$ cat config.mk
export PLATFORM = sky130hd
export DESIGN_NAME = uart_param_core_flat
export DESIGN_NICKNAME = d
export VERILOG_FILES = /design/src/rtl/uart_param_core_if.sv /design/src/rtl/uart_param_core.sv /design/src/flat_wrapper.sv
export SDC_FILE = /design/constraint.sdc
export NUM_CORES = 1
export LEC_CHECK = 0
export CORE_ASPECT_RATIO = 1.25
export CORE_MARGIN = 3
export CORE_UTILIZATION = 45
export CTS_BUF_LIST = sky130_fd_sc_hd__clkbuf_8
export DETAILED_ROUTE_END_ITERATION = 10
export PLACE_DENSITY = 0.66
export REMOVE_ABC_BUFFERS = 1
export SLEW_MARGIN = 25
export SYNTH_ARGS = -nofsm -noshare
export SYNTH_HDL_FRONTEND = slang
export SYNTH_SLANG_ARGS = --single-unit
export TNS_END_PERCENT = 1
$ cat constraint.sdc
create_clock -name i_Clock -period 4.81 [get_ports i_Clock]
set_clock_uncertainty 0.1 [all_clocks]
set_input_delay 0.7215 -clock i_Clock [delete_from_list [all_inputs] [get_ports i_Clock]]
set_output_delay 0.7215 -clock i_Clock [all_outputs]
set_load 0.01 [all_outputs]
$ cat src/rtl/uart_param_core_if.sv
// Host-side handshake bundle for uart_param_core: TX word offer plus RX FIFO head/status.
interface uart_param_core_if #(
  parameter int unsigned DATA_BITS     = 8,
  parameter int unsigned RX_FIFO_DEPTH = 16
);
  localparam int unsigned CNT_W = $clog2(RX_FIFO_DEPTH) + 1;

  logic                 i_TX_Valid;
  logic                 o_TX_Ready;
  logic [DATA_BITS-1:0] i_TX_Data;
  logic                 o_TX_Busy;
  logic                 o_RX_Valid;
  logic                 i_RX_Ready;
  logic [DATA_BITS-1:0] o_RX_Data;
  logic                 o_RX_Parity_Err;
  logic                 o_RX_Frame_Err;
  logic                 o_RX_Overrun;
  logic                 i_Overrun_Clr;
  logic [CNT_W-1:0]     o_RX_Count;

  modport master (
    output i_TX_Valid, i_TX_Data, i_RX_Ready, i_Overrun_Clr,
    input  o_TX_Ready, o_TX_Busy, o_RX_Valid, o_RX_Data,
           o_RX_Parity_Err, o_RX_Frame_Err, o_RX_Overrun, o_RX_Count
  );

  modport slave (
    input  i_TX_Valid, i_TX_Data, i_RX_Ready, i_Overrun_Clr,
    output o_TX_Ready, o_TX_Busy, o_RX_Valid, o_RX_Data,
           o_RX_Parity_Err, o_RX_Frame_Err, o_RX_Overrun, o_RX_Count
  );
endinterface

$ cat src/rtl/uart_param_core.sv
// Parametrised full-duplex UART: TX serialiser, oversampled RX with parity/frame checks,
// and a first-word-fall-through RX FIFO with sticky overrun.
module uart_param_core #(
  parameter int unsigned CLK_HZ        = 80000000,
  parameter int unsigned BAUD          = 115200,
  parameter int unsigned DATA_BITS     = 8,
  parameter int unsigned PARITY        = 0,
  parameter int unsigned STOP_BITS     = 1,
  parameter int unsigned RX_FIFO_DEPTH = 16
) (
  input  logic              i_Clock,
  input  logic              i_Reset,
  output logic              o_TX,
  input  logic              i_RX,
  uart_param_core_if.slave  bus
);
  localparam int unsigned DIV    = CLK_HZ / BAUD;
  localparam int unsigned BIT_CW = $clog2(STOP_BITS * DIV + 1);
  localparam int unsigned IDX_W  = $clog2(DATA_BITS);
  localparam int unsigned AW     = $clog2(RX_FIFO_DEPTH);
  localparam int unsigned WORD_W = DATA_BITS + 2;

  localparam logic [BIT_CW-1:0] DIV_M1   = BIT_CW'(DIV - 1);
  localparam logic [BIT_CW-1:0] HALF_M1  = BIT_CW'(DIV / 2 - 1);
  localparam logic [BIT_CW-1:0] STOP_M1  = BIT_CW'(STOP_BITS * DIV - 1);
  localparam logic [BIT_CW-1:0] CNT_ONE  = BIT_CW'(1);
  localparam logic [IDX_W-1:0]  LAST_IDX = IDX_W'(DATA_BITS - 1);
  localparam logic [IDX_W-1:0]  IDX_ONE  = IDX_W'(1);
  localparam logic [AW:0]       PTR_ONE  = (AW + 1)'(1);

  // Even parity is the XOR of the data bits; odd is its complement.
  function automatic logic calc_parity(input logic [DATA_BITS-1:0] d);
    return (PARITY == 1) ? ~(^d) : (^d);
  endfunction

  // ---------------- TX ----------------
  typedef enum logic [2:0] {TX_IDLE, TX_START, TX_DATA, TX_PARITY, TX_STOP} tx_state_t;

  tx_state_t            tx_state;
  logic [BIT_CW-1:0]    tx_cnt;
  logic [IDX_W-1:0]     tx_idx;
  logic [DATA_BITS-1:0] tx_shift;
  logic                 tx_par;
  logic                 tx_ready_q;
  logic                 tx_busy_q;

  always_ff @(posedge i_Clock or posedge i_Reset) begin
    if (i_Reset) begin
      tx_state   <= TX_IDLE;
      tx_cnt     <= '0;
      tx_idx     <= '0;
      tx_shift   <= '0;
      tx_par     <= 1'b0;
      tx_ready_q <= 1'b0;
      tx_busy_q  <= 1'b0;
      o_TX       <= 1'b1;
    end else begin
      case (tx_state)
        TX_IDLE: begin
          o_TX       <= 1'b1;
          tx_ready_q <= 1'b1;
          tx_busy_q  <= 1'b0;
          if (bus.i_TX_Valid && tx_ready_q) begin
            tx_shift   <= bus.i_TX_Data;
            tx_par     <= calc_parity(bus.i_TX_Data);
            tx_cnt     <= '0;
            tx_state   <= TX_START;
            tx_ready_q <= 1'b0;
            tx_busy_q  <= 1'b1;
            o_TX       <= 1'b0;
          end
        end
        TX_START: begin
          if (tx_cnt == DIV_M1) begin
            tx_cnt   <= '0;
            tx_idx   <= '0;
            tx_state <= TX_DATA;
            o_TX     <= tx_shift[0];
          end else begin
            tx_cnt <= tx_cnt + CNT_ONE;
          end
        end
        TX_DATA: begin
          if (tx_cnt == DIV_M1) begin
            tx_cnt <= '0;
            if (tx_idx == LAST_IDX) begin
              if (PARITY != 0) begin
                tx_state <= TX_PARITY;
                o_TX     <= tx_par;
              end else begin
                tx_state <= TX_STOP;
                o_TX     <= 1'b1;
              end
            end else begin
              tx_idx   <= tx_idx + IDX_ONE;
              tx_shift <= tx_shift >> 1;
              o_TX     <= tx_shift[1];
            end
          end else begin
            tx_cnt <= tx_cnt + CNT_ONE;
          end
        end
        TX_PARITY: begin
          if (tx_cnt == DIV_M1) begin
            tx_cnt   <= '0;
            tx_state <= TX_STOP;
            o_TX     <= 1'b1;
          end else begin
            tx_cnt <= tx_cnt + CNT_ONE;
          end
        end
        TX_STOP: begin
          if (tx_cnt == STOP_M1) begin
            tx_cnt     <= '0;
            tx_state   <= TX_IDLE;
            tx_ready_q <= 1'b1;
            tx_busy_q  <= 1'b0;
          end else begin
            tx_cnt <= tx_cnt + CNT_ONE;
          end
        end
        default: tx_state <= TX_IDLE;
      endcase
    end
  end

  assign bus.o_TX_Ready = tx_ready_q;
  assign bus.o_TX_Busy  = tx_busy_q;

  // ---------------- RX ----------------
  typedef enum logic [2:0] {RX_IDLE, RX_START_CHK, RX_DATA, RX_PARITY, RX_STOP} rx_state_t;

  logic                 rx_meta;
  logic                 rx_sync;
  logic                 rx_prev;
  rx_state_t            rx_state;
  logic [BIT_CW-1:0]    rx_cnt;
  logic [IDX_W-1:0]     rx_idx;
  logic [DATA_BITS-1:0] rx_shift;
  logic                 rx_par_err;
  logic                 rx_wr_c;
  logic [WORD_W-1:0]    rx_word_c;

  // Two-flop synchroniser plus one history flop for falling-edge detection.
  always_ff @(posedge i_Clock or posedge i_Reset) begin
    if (i_Reset) begin
      rx_meta <= 1'b1;
      rx_sync <= 1'b1;
      rx_prev <= 1'b1;
    end else begin
      rx_meta <= i_RX;
      rx_sync <= rx_meta;
      rx_prev <= rx_sync;
    end
  end

  always_ff @(posedge i_Clock or posedge i_Reset) begin
    if (i_Reset) begin
      rx_state   <= RX_IDLE;
      rx_cnt     <= '0;
      rx_idx     <= '0;
      rx_shift   <= '0;
      rx_par_err <= 1'b0;
    end else begin
      case (rx_state)
        RX_IDLE: begin
          if (rx_prev && !rx_sync) begin
            rx_cnt   <= HALF_M1;
            rx_state <= RX_START_CHK;
          end
        end
        RX_START_CHK: begin
          if (rx_cnt != '0) begin
            rx_cnt <= rx_cnt - CNT_ONE;
          end else if (rx_sync) begin
            rx_state <= RX_IDLE;
          end else begin
            rx_cnt     <= DIV_M1;
            rx_idx     <= '0;
            rx_par_err <= 1'b0;
            rx_state   <= RX_DATA;
          end
        end
        RX_DATA: begin
          if (rx_cnt != '0) begin
            rx_cnt <= rx_cnt - CNT_ONE;
          end else begin
            rx_cnt   <= DIV_M1;
            rx_shift <= {rx_sync, rx_shift[DATA_BITS-1:1]};
            if (rx_idx == LAST_IDX) begin
              rx_state <= (PARITY != 0) ? RX_PARITY : RX_STOP;
            end else begin
              rx_idx <= rx_idx + IDX_ONE;
            end
          end
        end
        RX_PARITY: begin
          if (rx_cnt != '0) begin
            rx_cnt <= rx_cnt - CNT_ONE;
          end else begin
            rx_cnt     <= DIV_M1;
            rx_par_err <= (rx_sync != calc_parity(rx_shift));
            rx_state   <= RX_STOP;
          end
        end
        RX_STOP: begin
          // Only the first stop bit is inspected; later ones overlap the next idle.
          if (rx_cnt != '0) begin
            rx_cnt <= rx_cnt - CNT_ONE;
          end else begin
            rx_state <= RX_IDLE;
          end
        end
        default: rx_state <= RX_IDLE;
      endcase
    end
  end

  assign rx_wr_c   = (rx_state == RX_STOP) && (rx_cnt == '0);
  assign rx_word_c = {~rx_sync, rx_par_err, rx_shift};

  // ---------------- RX FIFO ----------------
  logic [WORD_W-1:0] mem [RX_FIFO_DEPTH];
  logic [AW:0]       wr_ptr;
  logic [AW:0]       rd_ptr;
  logic [AW:0]       count_q;
  logic              overrun_q;
  logic              empty_c;
  logic              full_c;
  logic              pop_c;
  logic              push_c;
  logic              drop_c;
  logic [WORD_W-1:0] head_c;

  assign empty_c = (wr_ptr == rd_ptr);
  assign full_c  = (wr_ptr[AW] != rd_ptr[AW]) && (wr_ptr[AW-1:0] == rd_ptr[AW-1:0]);
  assign pop_c   = bus.i_RX_Ready && !empty_c;
  assign push_c  = rx_wr_c && (!full_c || pop_c);
  assign drop_c  = rx_wr_c && full_c && !pop_c;

  always_ff @(posedge i_Clock) begin
    if (push_c) mem[wr_ptr[AW-1:0]] <= rx_word_c;
  end

  always_ff @(posedge i_Clock or posedge i_Reset) begin
    if (i_Reset) begin
      wr_ptr    <= '0;
      rd_ptr    <= '0;
      count_q   <= '0;
      overrun_q <= 1'b0;
    end else begin
      if (push_c) wr_ptr <= wr_ptr + PTR_ONE;
      if (pop_c)  rd_ptr <= rd_ptr + PTR_ONE;
      case ({push_c, pop_c})
        2'b10:   count_q <= count_q + PTR_ONE;
        2'b01:   count_q <= count_q - PTR_ONE;
        default: count_q <= count_q;
      endcase
      // A new drop outranks a simultaneous clear.
      if (drop_c)                 overrun_q <= 1'b1;
      else if (bus.i_Overrun_Clr) overrun_q <= 1'b0;
    end
  end

  assign head_c              = mem[rd_ptr[AW-1:0]];
  assign bus.o_RX_Valid      = !empty_c;
  assign bus.o_RX_Data       = empty_c ? '0 : head_c[DATA_BITS-1:0];
  assign bus.o_RX_Parity_Err = empty_c ? 1'b0 : head_c[DATA_BITS];
  assign bus.o_RX_Frame_Err  = empty_c ? 1'b0 : head_c[DATA_BITS+1];
  assign bus.o_RX_Overrun    = overrun_q;
  assign bus.o_RX_Count      = count_q;
endmodule

$ cat src/flat_wrapper.sv
// flat-port wrapper written by rule: the top's interface ports become plain ports
module uart_param_core_flat 
#(
  parameter int unsigned CLK_HZ        = 80000000,
  parameter int unsigned BAUD          = 115200,
  parameter int unsigned DATA_BITS     = 8,
  parameter int unsigned PARITY        = 0,
  parameter int unsigned STOP_BITS     = 1,
  parameter int unsigned RX_FIFO_DEPTH = 16
)
  (i_Clock, i_Reset, o_TX, i_RX, bus_i_TX_Valid, bus_i_TX_Data, bus_i_RX_Ready, bus_i_Overrun_Clr, bus_o_TX_Ready, bus_o_TX_Busy, bus_o_RX_Valid, bus_o_RX_Data, bus_o_RX_Parity_Err, bus_o_RX_Frame_Err, bus_o_RX_Overrun, bus_o_RX_Count);
  uart_param_core_if #(.DATA_BITS(DATA_BITS), .RX_FIFO_DEPTH(RX_FIFO_DEPTH)) bus_i ();
  input  logic i_Clock;
  input  logic i_Reset;
  output logic o_TX;
  input  logic i_RX;
  input wire logic [$bits(bus_i.i_TX_Valid)-1:0] bus_i_TX_Valid;
  input wire logic [$bits(bus_i.i_TX_Data)-1:0] bus_i_TX_Data;
  input wire logic [$bits(bus_i.i_RX_Ready)-1:0] bus_i_RX_Ready;
  input wire logic [$bits(bus_i.i_Overrun_Clr)-1:0] bus_i_Overrun_Clr;
  output wire logic [$bits(bus_i.o_TX_Ready)-1:0] bus_o_TX_Ready;
  output wire logic [$bits(bus_i.o_TX_Busy)-1:0] bus_o_TX_Busy;
  output wire logic [$bits(bus_i.o_RX_Valid)-1:0] bus_o_RX_Valid;
  output wire logic [$bits(bus_i.o_RX_Data)-1:0] bus_o_RX_Data;
  output wire logic [$bits(bus_i.o_RX_Parity_Err)-1:0] bus_o_RX_Parity_Err;
  output wire logic [$bits(bus_i.o_RX_Frame_Err)-1:0] bus_o_RX_Frame_Err;
  output wire logic [$bits(bus_i.o_RX_Overrun)-1:0] bus_o_RX_Overrun;
  output wire logic [$bits(bus_i.o_RX_Count)-1:0] bus_o_RX_Count;
  assign bus_i.i_TX_Valid = bus_i_TX_Valid;
  assign bus_i.i_TX_Data = bus_i_TX_Data;
  assign bus_i.i_RX_Ready = bus_i_RX_Ready;
  assign bus_i.i_Overrun_Clr = bus_i_Overrun_Clr;
  assign bus_o_TX_Ready = bus_i.o_TX_Ready;
  assign bus_o_TX_Busy = bus_i.o_TX_Busy;
  assign bus_o_RX_Valid = bus_i.o_RX_Valid;
  assign bus_o_RX_Data = bus_i.o_RX_Data;
  assign bus_o_RX_Parity_Err = bus_i.o_RX_Parity_Err;
  assign bus_o_RX_Frame_Err = bus_i.o_RX_Frame_Err;
  assign bus_o_RX_Overrun = bus_i.o_RX_Overrun;
  assign bus_o_RX_Count = bus_i.o_RX_Count;
  uart_param_core #(.CLK_HZ(CLK_HZ), .BAUD(BAUD), .DATA_BITS(DATA_BITS), .PARITY(PARITY), .STOP_BITS(STOP_BITS), .RX_FIFO_DEPTH(RX_FIFO_DEPTH)) u_core (.i_Clock(i_Clock), .i_Reset(i_Reset), .o_TX(o_TX), .i_RX(i_RX), .bus(bus_i));
endmodule
Yosys cells after proc, flatten, opt, wreduce, memory -nomap -nowiden
Memories as Yosys holds them, arrays and structs flattened.
Index checks and enable logic that the tools add are counted.
{"block": "op_classes", "div_mod_pow": 0, "n_eq_ne": 34, "addsub": 8, "mux": 58, "n_mul": 0, "shift": 0, "magnitude_cmp": 0, "reduce_logical": 41, "n_bitwise": 2}
{"op": "2-to-1 mux 10 bit", "count": 7}
{"op": "2-to-1 mux 3 bit", "count": 18}
{"op": "case mux 10 bit (4 select lines)", "count": 1}
{"op": "2-to-1 mux 8 bit", "count": 4}
{"op": "case mux 3 bit (5 select lines)", "count": 2}
{"op": "case mux 10 bit (2 select lines)", "count": 1}
{"op": "AND reduction 4 bit", "count": 5}
{"op": "inequality test 2 x 1 -> 1 bit (second input constant)", "count": 9}
{"op": "2-to-1 mux 1 bit", "count": 16}
{"op": "case mux 8 bit (2 select lines)", "count": 1}
{"op": "nonzero test 2 bit", "count": 8}
{"op": "adder 5 x 1 -> 5 bit (second input constant)", "count": 3}
{"op": "inequality test 2 bit (second input constant)", "count": 7}
{"op": "== test 3 x 2 -> 1 bit (second input constant)", "count": 4}
{"op": "== test 3 bit (second input constant)", "count": 4}
{"op": "case mux 3 bit (2 select lines)", "count": 2}
{"op": "AND reduction 6 bit", "count": 2}
{"op": "adder 10 x 1 -> 10 bit (second input constant)", "count": 1}
{"op": "== test 10 bit (second input constant)", "count": 1}
{"op": "logical NOT 10 bit", "count": 1}
{"op": "case mux 5 bit (2 select lines)", "count": 1}
{"op": "nonzero test 10 bit", "count": 1}
{"op": "subtractor 10 x 1 -> 10 bit (second input constant)", "count": 1}
{"op": "logical AND 1 bit", "count": 8}
{"op": "other kinds (22)", "count": 35}
{"block": "word_totals", "elab_cells": 163, "ram_bits": 160, "rom_bits": 0, "register_bits": 71, "in_bits": 14, "memories": 1, "latchBits": 0}
{"memory": "u_core.mem", "words": 16, "width": 10, "rd": 1, "rd_clocked_by_memory_dff": 0, "wr": 1, "line": "uart_param_core.sv:223", "rtl": "logic [WORD_W-1:0] mem [RX_FIFO_DEPTH];"}

Longest topological paths before layout
Gate-level depths: netlist of run 1.
{"block": "depth", "ltp_word": 7, "mapped_depth": 16}

Worst setup path before layout of run 1
Ideal clock, no wire load.
{"block": "synth_path", "kind": "register to register", "from": "reg u_core.rx_cnt[2]", "to": "reg u_core.count_q[4] (netlist: u_core.bus.o_RX_Count[4])", "synth_period_minus_slack_ns": 3.441, "n_path_buf": 3, "setup_ns": 0.124, "setup_slack_ns": 1.369, "t_arrival_ns": 3.217, "stages_incl_launch_ff": 16, "cell_sequence": "dfrtp_1 or4_1 buf_2 nor3_2 o311a_2 buf_4 inv_1 ha_1 clkbuf_1 xor2_1 ha_1 nor3b_1 a31oi_1 o22ai_1 a21oi_1 xnor2_1"}
{"block": "synth_between", "elab_chain_cells": 5}
{"item": "start, declared", "line": "uart_param_core.sv:137", "rtl": "logic [BIT_CW-1:0] rx_cnt;"}
{"item": "start signal, assigned", "line": "uart_param_core.sv:174", "rtl": "rx_cnt <= rx_cnt - CNT_ONE;"}
{"item": "start signal, assigned", "line": "uart_param_core.sv:186", "rtl": "rx_cnt <= rx_cnt - CNT_ONE;"}
{"item": "start signal, assigned", "line": "uart_param_core.sv:199", "rtl": "rx_cnt <= rx_cnt - CNT_ONE;"}
{"item": "logical NOT 10 bit *", "line": "uart_param_core.sv:219", "rtl": "assign rx_wr_c = (rx_state == RX_STOP) && (rx_cnt == '0);"}
{"item": "logical AND 1 bit *", "line": "uart_param_core.sv:219"}
{"item": "logical AND 1 bit *", "line": "uart_param_core.sv:238", "rtl": "assign push_c = rx_wr_c && (!full_c || pop_c);"}
{"item": "== test 2 x 1 -> 1 bit or == test 2 bit (tied branches)", "line": "uart_param_core.sv:254", "rtl": "case ({push_c, pop_c})"}
{"item": "case mux 5 bit (2 select lines) or nonzero test 2 bit (tied branches)"}
{"item": "end signal, assigned", "line": "uart_param_core.sv:255", "rtl": "2'b10: count_q <= count_q + PTR_ONE;"}
{"item": "end signal, assigned", "line": "uart_param_core.sv:256", "rtl": "2'b01: count_q <= count_q - PTR_ONE;"}
{"item": "end signal, assigned", "line": "uart_param_core.sv:257", "rtl": "default: count_q <= count_q;"}
{"item": "end, declared", "line": "uart_param_core.sv:226", "rtl": "logic [AW:0] count_q;"}
Every way passes the cells marked *; elsewhere a longest branch is shown, timed or not.
A chain may end at the register's enable or synchronous reset.

Final worst setup path of run 1
{"block": "layout_path", "from": "reg u_core.rd_ptr[0]", "to": "out bus_o_RX_Data[5]"}
{"block": "layout_between", "elab_chain_cells": 2}
{"item": "start, declared", "line": "uart_param_core.sv:225", "rtl": "logic [AW:0] rd_ptr;"}
{"item": "start signal, assigned", "line": "uart_param_core.sv:253", "rtl": "if (pop_c) rd_ptr <= rd_ptr + PTR_ONE;"}
{"item": "memory read (16 x 10 bit) or == test 5 bit (tied branches)"}
{"item": "2-to-1 mux 8 bit *", "line": "uart_param_core.sv:267", "rtl": "assign bus.o_RX_Data = empty_c ? '0 : head_c[DATA_BITS-1:0];"}
{"item": "end, declared", "line": "flat_wrapper.sv:24", "rtl": "output wire logic [$bits(bus_i.o_RX_Data)-1:0] bus_o_RX_Data;"}
Marked as above.

==> results of run 1 <==
==> kinds of logic after synthesis <==
kind of cell / share of synthesized area (%)
AOI/OAI and AO/OA: 6.653
xor gates and xnor gates: 3.151
adders and majority gates: 2.001
buffers and inverters: 2.013
DFF: 65.82
muxes: 12.27
and+or+nand+nor: 8.091
==> Yosys cell counts, types with 3 or more instances <==
master | instances | area [µm²]
edfxtp_1 | 160 | 4805
dfrtp_1 | 67 | 1677
nor2_1 | 43 | 161.4
mux4_2 | 40 | 900.9
nand2_1 | 27 | 101.4
a21oi_1 | 25 | 125.1
a211oi_1 | 23 | 172.7
clkbuf_1 | 22 | 82.58
xnor2_1 | 22 | 192.7
mux2i_1 | 18 | 180.2
o21ai_0 | 18 | 90.09
ha_1 | 16 | 200.2
nor2b_1 | 16 | 100.1
inv_1 | 15 | 56.30
xor2_1 | 14 | 122.6
and3_1 | 13 | 81.33
mux2_2 | 13 | 146.4
nor3_1 | 13 | 65.06
nand3_1 | 9 | 45.04
buf_2 | 8 | 40.04
nand4_1 | 8 | 50.05
dfstp_2 | 4 | 105.1
nor3b_1 | 4 | 30.03
o22ai_1 | 4 | 25.02
or3_1 | 4 | 25.02
a21o_1 | 3 | 22.52
a31oi_1 | 3 | 18.77
nand2b_1 | 3 | 18.77
or4_1 | 3 | 22.52
==> path summary, 6_finish.rpt <==
check / end / slack (ns) / cells after the start
worst max register to register: u_core.bus.o_RX_Count[4]$_DFFE_PP0P_ / 1.34 / 12
worst min register to register: u_core.rx_sync$_DFF_PP1_ / 0.26 / 0
max in group asynchronous: u_core.o_TX$_DFFE_PP1P_ / 3.02 / 3
worst max-delay path: bus_o_RX_Data[5] / 1.02 / 6
min in group asynchronous: u_core.rd_ptr[3]$_DFFE_PP0P_ / 0.62 / 2
worst min-delay path: u_core.rx_sync$_DFF_PP1_ / 0.26 / 0
==> layout make-up <==
| type | count | area, µm² | share of cell area [%] |
|---|---|---|---|
| clock buffers | 43 | 591.8 | 5.178 |
| clock inverters | 26 | 170.2 | 1.489 |
| inverters | 15 | 56.30 | 0.4927 |
| multi-input cells | 380 | 3218 | 28.16 |
| flip-flops and latches | 231 | 6588 | 57.64 |
| well taps | 279 | 349.1 | 3.055 |
| repair buffers | 48 | 455.4 | 3.985 |
==> where the power goes <==
part	switching [mW]	leakage, nW	internal (mW)
registers	0.163	2.38	2.27
clock network	0.760	0.422	0.933
logic	0.746	1.47	0.728
total	1.67	4.27	3.93
==> sequential cells by signal, indices dropped and copies added, names as in the netlist <==
| name | count |
|---|---|
| u_core.mem | 160 |
| u_core.rx_cnt | 10 |
| u_core.tx_cnt | 10 |
| u_core.rx_shift | 8 |
| u_core.tx_shift | 8 |
| u_core.bus.o_RX_Count | 5 |
| u_core.rd_ptr | 5 |
| u_core.wr_ptr | 5 |
| u_core.rx_idx | 3 |
| u_core.rx_state | 3 |
| u_core.tx_idx | 3 |
| u_core.tx_state | 3 |
| u_core.bus.o_RX_Overrun | 1 |
| u_core.bus.o_TX_Busy | 1 |
| u_core.bus.o_TX_Ready | 1 |
| u_core.o_TX | 1 |
| u_core.rx_meta | 1 |
| u_core.rx_par_err | 1 |
| u_core.rx_prev | 1 |
| u_core.rx_sync | 1 |
==> layer usage <==
layer  GRT usage, %  part of all wire (%)  vias to the layer above
met4          5.791                   2.5                        0
met2          29.35                    53                      153
met3          3.541                   5.0                       41
met5              0                     0                        -
li1               -                     -                     2650
met1          20.63                    40                     2937
==> flow_metrics.tcl, run 1 <==
set metrics [dict create \
    place_ws_ns 1.378 \
    ys_ff_latch 231 \
    drv.max_cap_violation_count 0 \
    clkTransAtPathRegs_ns 0.06 \
    worst_slack_ns 1.024 \
    slowest_stage "mux4_2" \
    final_antenna_net_count 0 \
    first_pass_iters 5 \
    area_growth_pct 14.22 \
    htree_levels 2 \
    gr-total-overflow 0 \
    final_cells 1022 \
    clockBufferDepth 3 \
    cp_num_buf_inv 2 \
    status "finished clean" \
    tns_ns 0 \
    startpoint_type "register" \
    drt-initial-drc-count 376 \
    insertion_delay_ns 0.52 \
    fill_cells 1753 \
    cts_root_buf "clkbuf_8" \
    hold_class "register to register" \
    grt_pass1_wl_mm 32.29 \
    fin_total_pwr_mw 5.595 \
    cts_tree "built" \
    grt_usage_pct 16.77 \
    crit_type "register to primary output" \
    cp_data_arrival_time_ns 2.96 \
    post_cts_resized 0 \
    io_buffers 33 \
    mostFrequentLayoutCells "160 x edfxtp_1, 66 x dfrtp_1, 43 x nor2_1, 43 x clkbuf_8, 40 x mux4_2" \
    synth_seq_area_share_pct 65.82 \
    synth_edf_count 160 \
    cts-buffers-inserted 38 \
    path_cells "buf_12 -> mux4_2 -> nor2b_1 -> a211oi_1 -> a211oi_1 -> clkdlybuf4s50_1" \
    p_per_area_mw_per_mm2 489.5 \
    drc_errors 0 \
    r2r-start "u_core.rx_cnt[2]$_DFFE_PP0P_" \
    worstMarginPinSlew_ns 0.9332 \
    setup_viol 0 \
    fmax_mhz 264.1 \
    finalMaxSlewViolations 0 \
    whs_ns 0.2575 \
    ios 34 \
    crit_path_max_fanout 40 \
    critPathCaptureType "primary output" \
    avgSynthCellArea_um2 15.18 \
    antenna_found_initial 0 \
    avgRoutedWirePerCell_um 19.59 \
    post-place-cells 953 \
    final.min_clock_period_ns 3.786 \
    ys_warn_count 0 \
    cts_setup_buffers 0 \
    final_common_cell "edfxtp_1" \
    crit_required_ns 3.99 \
    syn_area_mm2 0.01001 \
    clkSinkCount 231 \
    dp_hpwl_mm 12.67 \
    die_w_um 139.4 \
    crit_top_cell "a211oi_1" \
    hold_viol 0 \
    fin_nets 744 \
    grt_pass1_vias 6104 \
    finalCritPeriodShare_pct 78.71 \
    drt_wl_total_mm 20.03 \
    grt_max_degree 44 \
    slowest_delay_ns 0.55 \
    core_area_mm2 0.02170 \
    design_area_mm2 0.01143 \
    ir_drop_mv 0.3155 \
    route.vias.total 5781 \
    die_area_mm2 0.02407 \
    die_h_um 172.7 \
    leakage_nw 4.270 \
    initial_core_util_pct 46.12 \
    hold_buffers 0 \
    crit_family "buffers and inverters" \
    yosys_most_used_dff "edfxtp_1" \
    ys_types 60 \
    relSlewSlack_pct 37.31 \
    gp_congestion 0.8469 \
    synthCells 659 \
    rsz0062_at_grt "no" \
    synth_async_sr_flop_share_pct 30.74 \
    rows 60 \
    diodes 0 \
    drive_above_1_share_pct 18.84 \
    final_util_pct 52.68 \
    detailed_place.area_mm2 0.01067 \
    viasPerCell 5.657 \
    startpoint "u_core.rd_ptr[0]$_DFFE_PP0P_" \
    hp-start "u_core.rx_meta$_DFF_PP1_" \
]
Note: power is estimated with default switching activity, not from simulation.
==> inputs of run 2 (changes only) <==
- clock period: 4.81 -> 3.9 ns (I/O delays scaled with it)
==> run 2 against run 1 <==
Net effect:
- setup slack worse by 0.76 ns
- design area down 0.83%
- sequential power up 23%
- final cell count about the same
- count of clock-buffer cells in the layout down 3
- highest routed layer unchanged
==> flow_metrics.tcl, run 2 (synthesis results as in run 1) <==
set metrics [dict create \
    status "finished clean" \
    crit_top_cell "a211oi_1" \
    largest_reg_flops 160 \
    avgRoutedWirePerCell_um 20.00 \
    hold_viol 0 \
    ios 34 \
    clkTransAtPathRegs_ns 0.06 \
    core_area_mm2 0.02170 \
    insertion_delay_ns 0.52 \
    top_layer "met4" \
    initial_core_util_pct 46.12 \
    final_common_cell "edfxtp_1" \
    seqPwrFrac_pct 45.9 \
    grt_max_degree 50 \
    worstMarginPinSlew_ns 1.044 \
    antenna_found_initial 0 \
    fmax_mhz 275.0 \
    htree_levels 2 \
    clkSinkCount 231 \
    rsz0062_at_grt "no" \
    place_ws_ns 0.4853 \
    tns_ns 0 \
    cts_setup_buffers 0 \
    combinationalPowerShare_pct 25.9 \
    grt_usage_pct 17.23 \
    setup_viol 0 \
    wl_met3_mm 1.201 \
    drt_wl_total_mm 20.42 \
    die_h_um 172.7 \
    hold_buffers 0 \
    die_w_um 139.4 \
    routed-wl-met2_mm 10.32 \
    crit_path_max_fanout 33 \
    ir_drop_mv 0.3419 \
    hold_class "register to register" \
    leakage_nw 4.279 \
    wirelength_met1_mm 8.292 \
    io_buffers 33 \
    p_per_area_mw_per_mm2 574.5 \
    finalCritPeriodShare_pct 93.25 \
    grt_pass1_wl_mm 32.91 \
    crit_type "register to primary output" \
    die_area_mm2 0.02407 \
    grt_pass1_vias 6044 \
    finalMaxSlewViolations 0 \
    rrSetupSlack_ns 0.43 \
    pwr-share-clk_pct 28.2 \
    startpoint_type "register" \
    final_antenna_net_count 0 \
    gr-total-overflow 0 \
    fin_nets 744 \
    first_pass_iters 5 \
    worst_slack_ns 0.2634 \
    viasPerCell 5.693 \
    relSlewSlack_pct 29.75 \
    slowest_delay_ns 0.63 \
    dp_hpwl_mm 12.76 \
    p_int_mw 4.550 \
    critPathCaptureType "primary output" \
    post_cts_resized 0 \
    drt-initial-drc-count 394 \
    cp_data_arrival_time_ns 2.95 \
    crit_required_ns 3.21 \
    drv.max_cap_violation_count 0 \
    final.min_clock_period_ns 3.637 \
    clockBufferDepth 3 \
    p_switching_mw 1.961 \
    cts-buffers-inserted 37 \
    cts_root_buf "clkbuf_8" \
    slowest_stage "clkdlybuf4s50_1" \
    p_sw_share_pct 30.12 \
    cts_tree "built" \
    route.vias.total 5813 \
    area_growth_pct 13.27 \
    drive_above_1_share_pct 17.12 \
    rows 60 \
    diodes 0 \
    path_cells "buf_4 -> mux4_2 -> nor2b_1 -> a211oi_1 -> a211oi_1 -> clkdlybuf4s50_1" \
    drc_errors 0 \
    mostFrequentLayoutCells "160 x edfxtp_1, 66 x dfrtp_1, 43 x nor2_1, 40 x mux4_2, 40 x clkbuf_8" \
    whs_ns 0.2579 \
    gp_congestion 0.8128 \
]
run 2: cell count changes in the layout (fill, tap and decap cells not counted), sizes merged:
cell,change
clkinvlp,-1
buf,+1
clkinv,-2
inv,+6
bufinv,-2
clkbuf,-3
run 2: area by class of cell:
cell class | instances | area (µm²)
fill | 1733 | 10360
sequential | 231 | 6588
multi-input combinational | 380 | 3218
clock buffer | 40 | 550.5
timing repair buffer | 49 | 462.9
tap | 279 | 349.1
clock inverter | 27 | 107.6
inverter | 15 | 57.56
run 2: final timing paths:
kind                                         startpoint                                   end  cells after the start
max                        u_core.rd_ptr[2]$_DFFE_PP0P_                    bus_o_RX_Frame_Err                      6
max in group asynchronous                       i_Reset              u_core.rx_meta$_DFF_PP1_                      3
min                            u_core.rx_meta$_DFF_PP1_              u_core.rx_sync$_DFF_PP1_                      0
min in group asynchronous                       i_Reset  u_core.bus.o_RX_Count[0]$_DFFE_PP0P_                      2
min reg2reg                    u_core.rx_meta$_DFF_PP1_              u_core.rx_sync$_DFF_PP1_                      0
max reg2reg                u_core.rx_cnt[2]$_DFFE_PP0P_  u_core.bus.o_RX_Count[4]$_DFFE_PP0P_                     12
run 2: stage by stage:
step	area, µm²	total power [mW]	utilization, %	std cells
6_report	11330	6.511	52.24	1021
5_1_grt	11330	6.910	52.24	1021
4_1_cts	11330	6.602	52.23	1021
3_5_place_dp	10670	4.750	49.20	954
3_3_place_gp	10670	4.694	49.20	954
2_1_floorplan	9861	4.111	-	626
run 2: routing by layer:
layer / vias to the layer above / global-route usage (%)
met5: - / 0
met3: 57 / 3.707
li1: 2647 / -
met1: 2895 / 22.00
met2: 214 / 29.23
met4: 0 / 6.036
run 2: power groups by stage:
stage	Clock, mW	Sequential [mW]	Combinational [mW]
after floorplan	0	3.22	0.892
after global placement	0	3.02	1.67
after detailed placement	0	3.04	1.71
after CTS	1.89	2.99	1.72
after global routing	2.03	3.02	1.86
final	1.84	2.99	1.68
run 2: critical path: cells and delay by family (launching register included):
kind,cells,cell delay [ns]
AND/OR/NAND/NOR,1,0.13
flip-flops,1,0.36
buffers and inverters,2,1.13
multiplexers,1,0.30
AO/OA/AOI/OAI,2,0.51
==> inputs of run 3 (changes only) <==
- GPL_ROUTABILITY_DRIVEN: unset -> 1
- RECOVER_POWER: unset -> 50
==> run 3 against run 2 <==
Net effect:
- the run now ends with capacitance limit, slew limit left
- critical path depth did not move
- first-iteration DRC count fell by 2.8%
- final cell count did not move
- maximum frequency fell by 1.5%
- combinational power barely moved
- sequential share of layout area rose by 0.064 points
- critical endpoint unchanged
==> flow_metrics.tcl, run 3 (synthesis results as in run 1) <==
set metrics [dict create \
    hold_viol 0 \
    post-place-cells 954 \
    p_int_mw 4.548 \
    grt_max_degree 50 \
    ios 34 \
    fmax_mhz 270.8 \
    core_area_mm2 0.02170 \
    mostFrequentLayoutCells "160 x edfxtp_1, 66 x dfrtp_1, 43 x nor2_1, 40 x mux4_2, 40 x clkbuf_8" \
    p_switching_mw 1.958 \
    drv.max_cap_violation_count 1 \
    clkTransAtPathRegs_ns 0.06 \
    clockBufferDepth 3 \
    status "finished, violations left" \
    crit_path_max_fanout 33 \
    drt-initial-drc-count 383 \
    cts-buffers-inserted 37 \
    rsz0062_at_grt "no" \
    grt_pass1_wl_mm 32.91 \
    clkSinkCount 231 \
    pwr-share-clk_pct 28.2 \
    die_w_um 139.4 \
    insertion_delay_ns 0.53 \
    combinationalPowerShare_pct 25.8 \
    drt_wl_total_mm 20.38 \
    grt_pass1_vias 6044 \
    diodes 0 \
    die_h_um 172.7 \
    p_sw_share_pct 30.10 \
    htree_levels 2 \
    post_cts_resized 0 \
    area_growth_pct 13.14 \
    cts_root_buf "clkbuf_8" \
    startpoint_type "register" \
    final_cells 1021 \
    relSlewSlack_pct -50.14 \
    multi_input_area_mm2 0.003213 \
    cts_tree "built" \
    final.min_clock_period_ns 3.693 \
    critPathCaptureType "primary output" \
    setup_viol 0 \
    crit_required_ns 3.21 \
    largest_reg_flops 160 \
    final_common_cell "edfxtp_1" \
    first_pass_iters 5 \
    dp_hpwl_mm 12.76 \
    finalMaxSlewViolations 50 \
    leakage_nw 4.268 \
    gp_congestion 0.8128 \
    place_ws_ns 0.4853 \
    worst_slack_ns 0.2070 \
    hold_buffers 0 \
    route.vias.total 5783 \
    viasPerCell 5.664 \
    rows 60 \
    antenna_found_initial 0 \
    finalCritPeriodShare_pct 94.69 \
    seqPwrFrac_pct 45.9 \
    violations "capacitance limit, slew limit" \
    grt_usage_pct 17.23 \
    die_area_mm2 0.02407 \
    ff_latch_area_mm2 0.006588 \
    drive_above_1_share_pct 16.58 \
    io_buffers 33 \
    cts_setup_buffers 0 \
    fin_nets 744 \
    fill_cells 1734 \
    cp_data_arrival_time_ns 3.01 \
    hold_class "register to register" \
    final_antenna_net_count 0 \
    initial_core_util_pct 46.12 \
    crit_type "register to primary output" \
    p_per_area_mw_per_mm2 574.7 \
    avgRoutedWirePerCell_um 19.96 \
    worstMarginPinSlew_ns 2.240 \
    gr-total-overflow 0 \
    final_util_pct 52.18 \
    drc_errors 0 \
    ir_drop_mv 0.3372 \
]
## run 3: metal layers
layer	part of all wire (%)	GRT usage [%]	wire length, µm
met5	0	0	0
met4	2.9	6.036	581
met3	6.0	3.707	1225
met2	51	29.23	10380
met1	40	22.00	8192
## run 3: worst max-delay path: stages (launching register included)
cell and delay, ns:
dfrtp_1 0.37, buf_4 0.50, mux4_2 0.30, nor2b_1 0.13, a211oi_1 0.06, a211oi_1 0.50, clkdlybuf4s50_1 0.64
## run 3: power groups by stage
| stage | registers [mW] | logic (mW) | clock network, mW |
|---|---|---|---|
| floorplan | 3.22 | 0.892 | 0 |
| global placement | 3.02 | 1.67 | 0 |
| detailed placement | 3.04 | 1.71 | 0 |
| CTS | 2.99 | 1.72 | 1.89 |
| global route | 3.02 | 1.86 | 2.03 |
| finish | 2.99 | 1.68 | 1.84 |
## run 3: area by class of cell
| type | count | share of cell area, % |
|---|---|---|
| flip-flops and latches | 231 | 58.19 |
| multi-input cells | 380 | 28.38 |
| clock buffers | 40 | 4.863 |
| repair buffers | 49 | 4.023 |
| well taps | 279 | 3.084 |
| clock inverters | 27 | 0.9505 |
| inverters | 15 | 0.5084 |
## run 3: final timing paths
kind	end	slack (ns)	cells after the start	from
hold reg to reg	u_core.rx_sync$_DFF_PP1_	0.26	0	u_core.rx_meta$_DFF_PP1_
setup / recovery	bus_o_RX_Frame_Err	0.21	6	u_core.rd_ptr[2]$_DFFE_PP0P_
min in group asynchronous	u_core.bus.o_RX_Count[0]$_DFFE_PP0P_	1.02	2	i_Reset
setup reg to reg	u_core.bus.o_RX_Count[4]$_DFFE_PP0P_	0.36	12	u_core.rx_cnt[2]$_DFFE_PP0P_
max in group asynchronous	u_core.tx_cnt[4]$_DFFE_PP0P_	1.24	3	i_Reset
hold / removal	u_core.rx_sync$_DFF_PP1_	0.26	0	u_core.rx_meta$_DFF_PP1_
## run 3: through the flow
stage | cell area (µm²) | hold slack, ns | TNS [ns] | power (mW)
after detailed placement | 10670 | 0.2509 | 0 | 4.750
after floorplan | 9861 | 0.2452 | -1.233 | 4.111
final | 11320 | 0.2629 | 0 | 6.506
after CTS | 11330 | 0.2592 | 0 | 6.602
after global routing | 11320 | 0.2717 | 0 | 6.908
after global placement | 10670 | 0.2485 | 0 | 4.694
